==> src/rtl/dmem_arbiter.sv <==
// dmem_arbiter: shares the single DataMemory port between core and loader.
// Registered-grant FSM, round-robin on ties, bounded loader bursts.
module dmem_arbiter #(
    parameter int AW        = 64,
    parameter int DW        = 64,
    parameter int MAX_BURST = 4
) (
    input  logic          CLK,
    input  logic          resetl,

    input  logic          core_req,
    input  logic          core_we,
    input  logic [AW-1:0] core_addr,
    input  logic [DW-1:0] core_wdata,
    output logic [DW-1:0] core_rdata,
    output logic          core_ack,
    output logic          core_stall,

    input  logic          ldr_req,
    input  logic          ldr_we,
    input  logic [AW-1:0] ldr_addr,
    input  logic [DW-1:0] ldr_wdata,
    input  logic          ldr_last,
    output logic [DW-1:0] ldr_rdata,
    output logic          ldr_ack,

    output logic [AW-1:0] mem_addr,
    output logic [DW-1:0] mem_wdata,
    output logic          mem_read,
    output logic          mem_write,
    input  logic [DW-1:0] mem_rdata
);

    localparam int BW = $clog2(MAX_BURST) + 1;
    localparam logic [BW-1:0] LAST_BEAT = BW'(MAX_BURST - 1);

    typedef enum logic [1:0] {
        IDLE,
        CORE,
        LDR
    } state_t;

    state_t        state_q, state_d;
    logic          last_gnt_q, last_gnt_d;
    logic [BW-1:0] beat_cnt_q, beat_cnt_d;
    logic [DW-1:0] core_rd_q, core_rd_d;
    logic [DW-1:0] ldr_rd_q, ldr_rd_d;

    logic core_beat;
    logic ldr_beat;
    logic core_rd_beat;
    logic ldr_rd_beat;

    // A beat only happens while granted, requested and out of reset.
    assign core_beat = !resetl && (state_q == CORE) && core_req;
    assign ldr_beat  = !resetl && (state_q == LDR) && ldr_req;

    assign core_rd_beat = core_beat && !core_we;
    assign ldr_rd_beat  = ldr_beat && !ldr_we;

    always_comb begin
        mem_addr  = '0;
        mem_wdata = '0;
        mem_read  = 1'b0;
        mem_write = 1'b0;
        if (core_beat) begin
            mem_addr  = core_addr;
            mem_wdata = core_wdata;
            mem_read  = !core_we;
            mem_write = core_we;
        end else if (ldr_beat) begin
            mem_addr  = ldr_addr;
            mem_wdata = ldr_wdata;
            mem_read  = !ldr_we;
            mem_write = ldr_we;
        end
    end

    assign core_ack   = core_beat;
    assign ldr_ack    = ldr_beat;
    assign core_stall = !resetl && core_req && !core_beat;

    // Read data passes through on a read beat, otherwise the last value holds.
    assign core_rd_d = core_rd_beat ? mem_rdata : core_rd_q;
    assign ldr_rd_d  = ldr_rd_beat ? mem_rdata : ldr_rd_q;

    assign core_rdata = resetl ? '0 : core_rd_d;
    assign ldr_rdata  = resetl ? '0 : ldr_rd_d;

    always_comb begin
        state_d    = state_q;
        last_gnt_d = last_gnt_q;
        beat_cnt_d = beat_cnt_q;
        case (state_q)
            IDLE: begin
                if (core_req && ldr_req) begin
                    state_d    = last_gnt_q ? LDR : CORE;
                    beat_cnt_d = '0;
                end else if (core_req) begin
                    state_d = CORE;
                end else if (ldr_req) begin
                    state_d    = LDR;
                    beat_cnt_d = '0;
                end
            end
            CORE: begin
                last_gnt_d = 1'b1;
                if (ldr_req) begin
                    state_d    = LDR;
                    beat_cnt_d = '0;
                end else if (core_req) begin
                    state_d = CORE;
                end else begin
                    state_d = IDLE;
                end
            end
            LDR: begin
                last_gnt_d = 1'b0;
                if (ldr_req && !ldr_last && beat_cnt_q < LAST_BEAT) begin
                    state_d    = LDR;
                    beat_cnt_d = beat_cnt_q + BW'(1);
                end else begin
                    beat_cnt_d = '0;
                    if (core_req) begin
                        state_d = CORE;
                    end else if (ldr_req && !ldr_last) begin
                        state_d = LDR;
                    end else begin
                        state_d = IDLE;
                    end
                end
            end
            default: begin
                state_d    = IDLE;
                beat_cnt_d = '0;
            end
        endcase
    end

    always_ff @(posedge CLK) begin
        if (resetl) begin
            state_q    <= IDLE;
            last_gnt_q <= 1'b0;
            beat_cnt_q <= '0;
            core_rd_q  <= '0;
            ldr_rd_q   <= '0;
        end else begin
            state_q    <= state_d;
            last_gnt_q <= last_gnt_d;
            beat_cnt_q <= beat_cnt_d;
            core_rd_q  <= core_rd_d;
            ldr_rd_q   <= ldr_rd_d;
        end
    end

endmodule

==> config.mk <==
export PLATFORM = sky130hd
export DESIGN_NAME = dmem_arbiter
export DESIGN_NICKNAME = d
export VERILOG_FILES = /design/src/rtl/dmem_arbiter.sv
export SDC_FILE = /design/constraint.sdc
export NUM_CORES = 1
export LEC_CHECK = 0
export CORE_AREA = 8 8 224 226
export CTS_CLUSTER_SIZE = 40
export DETAILED_ROUTE_END_ITERATION = 8
export DIE_AREA = 0 0 232 234
export PLACE_DENSITY_LB_ADDON = 0.25
export SYNTH_ARGS = -nofsm -noshare
export SYNTH_HDL_FRONTEND = slang
export SYNTH_SLANG_ARGS = --single-unit
==> constraint.sdc <==
create_clock -name CLK -period 4.49 [get_ports CLK]
set_clock_uncertainty 0.15 [all_clocks]
set_input_delay 0.898 -clock CLK [delete_from_list [all_inputs] [get_ports CLK]]
set_output_delay 0.898 -clock CLK [all_outputs]
set_load 0.01 [all_outputs]
==> metrics.md <==
| Metric | Value |
|---|---|
| Die Height | `234 um` |
| Worst skew pair latency | `0.43 ns` |
| Final Hold Viols | `0` |
| H-tree depth | `4` |
| Core Util, Final | `0.288` |
| Status | `finished clean` |
| Proportion of layout cells with a drive suffix above 1 | `0.0605` |
| Mean post-synth cell area | `8.11 um^2` |
| Maximum fanout along the worst path | `39` |
| Critical Path RT | `3.44 ns` |
| WHS Path Cells | `2` |
| Final critical-path required period | `4.33 ns` |
| Io pins | `588` |
| Min-delay src | `core_rd_q[14]` |
| First-pass DRT Iterations | `5` |
| Crit. End Element | `primary output` |
| Synthesis-to-layout area growth | `116%` |
| Largest net degree at the start of global routing | `98` |
| Mapped Area | `6250 um^2` |
| Reg area | `2680 um^2` |
| Detailed Place HPWL | `43300 um` |
| I/O Buffers | `587` |
| Syn nets | `1102` |
| Total number of vias | `8008` |
| Vias in the first global route | `7893` |
| Setup TNS | `0 ns` |
| ANT nets after route | `0` |
| Die W | `232 um` |
| Final #Nets | `1659` |
| Max Cap Viol | `0` |
| Starting Density | `0.133` |
| Sequential-to-total area share from yosys stat | `0.429` |
| Hold_buf cts | `0` |
| Critical path start-end classification | `input port to primary output` |
| Placed Instances | `1923` |
| Root buf cell | `clkbuf_16` |
| Routed WL per cell | `26.6 um` |
| F_max | `231 MHz` |
| Number of setup violations in the final report | `0` |
| Synthesized flop and latch total | `134` |
| # DRC | `0` |
| Worst r2r src | `state_q[0]` |
| Core Area | `46800 um^2` |
| Cell variety after synth | `26` |
| Avg Vias per Cell | `4.09` |
| Worst VDD drop | `0.188 mV` |
| Total gr overflow | `0` |
| Multi-input logic area | `3220 um^2` |
| TritonCTS Sinks | `134` |
| R2r endpoint | `ldr_rd_q[42]` |
| Top FF cell, synth | `dfxtp_1` |
| Routability cong. | `0.911` |
| Slew HR | `0.353` |
| R2R setup slack | `2.31 ns` |
| Max Slew Vio Count | `0` |
| Cts bufs inserted | `17` |
| GRT Util Overall | `0.180` |
| TritonCTS clock tree | `built` |
| First-pass GRT wire length | `68000 um` |
| Synth Instances | `770` |
| Hold path endpoint | `core_rd_q[14]` |
| Post-synth EDFFs | `0` |
| PD cells | `272 nW/um^2` |
| Antenna violations before repair | `13` |
| FP Rows | `80` |
| Asr flop ratio synth | `0` |
| 1st-iter DRT viols | `528` |
| Setup crit start kind | `input port` |
| CP Data Arrival Time | `3.28 ns` |
| Yosys Warn Count | `0` |
| RSZ-0062 raised after global routing | `no` |
| Commonest non-fill, non-tap cell in the layout | `clkdlybuf4s50_1` |
| Most frequent cells in the layout | `clkdlybuf4s50_1, nand2_1, dfxtp_1` |
| Finished Layout Cells | `1958` |
| Final worst path period share | `0.965` |
| Slew @ Worst Pin | `0.970 ns` |
| DIE AREA | `54300 um^2` |
| PostCTS Resize Cnt | `0` |
| Routed Wire Length | `52000 um` |
| Lkg Pwr | `4.65 nW` |
| Clock Path Buffers | `2` |
| Clock transition at the registers of the reported paths | `0.06 ns` |
| Worst r2r path cells | `8` |
| Number of fill cells | `4990` |
| Setup Fix Bufs, Post-CTS | `0` |
| Hold crit path type | `flip-flop to flip-flop` |
worst max-delay path, stage by stage:
cell,delay (ns)
clkdlybuf4s50_1,0.51
nand2_1,0.12
a211oi_4,0.34
buf_12,0.26
buf_12,0.21
a22o_1,0.30
clkdlybuf4s50_1,0.60
cells by family after synthesis:
| logic type | share of synthesized area |
|---|---|
| AO/OA/AOI/OAI | 0.304 |
| AND/OR/NAND/NOR | 0.197 |
| flip-flops | 0.429 |
| buffers and inverters | 0.0595 |
| adder cells (fa/ha/maj) | 0.0100 |
worst max-delay path by stage:
stage             from              to  slack [ns]  cells after the start
6_report       ldr_req   mem_wdata[45]        0.16                      7
5_1_grt        ldr_req        mem_read         0.1                      9
4_1_cts        ldr_req   mem_wdata[45]        0.20                      7
3_5_place_dp   ldr_req   mem_wdata[45]        0.22                      7
3_3_place_gp   ldr_req   mem_wdata[50]        0.22                      7
2_1_floorplan   resetl  core_rdata[23]        1.48                      7
metal layers:
layer  up-vias  share of wire  global-route usage
met3        43          0.079              0.0572
met5         -        0.00054                   0
met4         4          0.019              0.0474
met1      3798           0.42               0.219
met2       364           0.48               0.303
li1       3799              -                   -
cell usage after synthesis, drive strengths merged, types with 2 or more instances:
cell	count	area, um^2
a211oi	4	30.0
a21oi	69	345
a22o	129	1130
buf	45	240
clkbuf	27	101
dfxtp	134	2680
ha	5	62.6
inv	8	30.0
nand2	195	732
nand2b	68	425
nor2	3	11.3
nor2b	2	12.5
nor3	3	15.0
o21ai	67	335
o32ai	2	17.5
sequential cells by signal, indices dropped and copies added (netlist names):
signal      cells
ldr_rd_q       64
state_q         2
core_rd_q      64
last_gnt_q      1
beat_cnt_q      3
through the flow:
step | hold WS (ns) | cell area, um^2 | power [mW] | worst slack, ns
3_5_place_dp | 0.300 | 12900 | 2.25 | 0.222
2_1_floorplan | 0.322 | 6250 | 1.56 | 1.48
4_1_cts | 0.312 | 13500 | 3.74 | 0.201
5_1_grt | 0.330 | 13500 | 3.83 | 0.0968
3_3_place_gp | 0.297 | 12900 | 2.25 | 0.224
6_report | 0.309 | 13500 | 3.68 | 0.158
where the power goes:
group / leakage (nW) / internal, mW / switching [mW]
combinational: 3.28 / 0.555 / 0.428
sequential: 1.08 / 1.23 / 0.0147
clock: 0.284 / 0.898 / 0.555
cell type report:
class	count	area share
multi-input cells	556	0.239
diodes	5	0.000926
well taps	615	0.0570
clock inverters	11	0.0112
flip-flops and latches	134	0.199
repair buffers	610	0.458
clock buffers	19	0.0335
inverters	8	0.00222
Power figures use the tool's default switching activity.
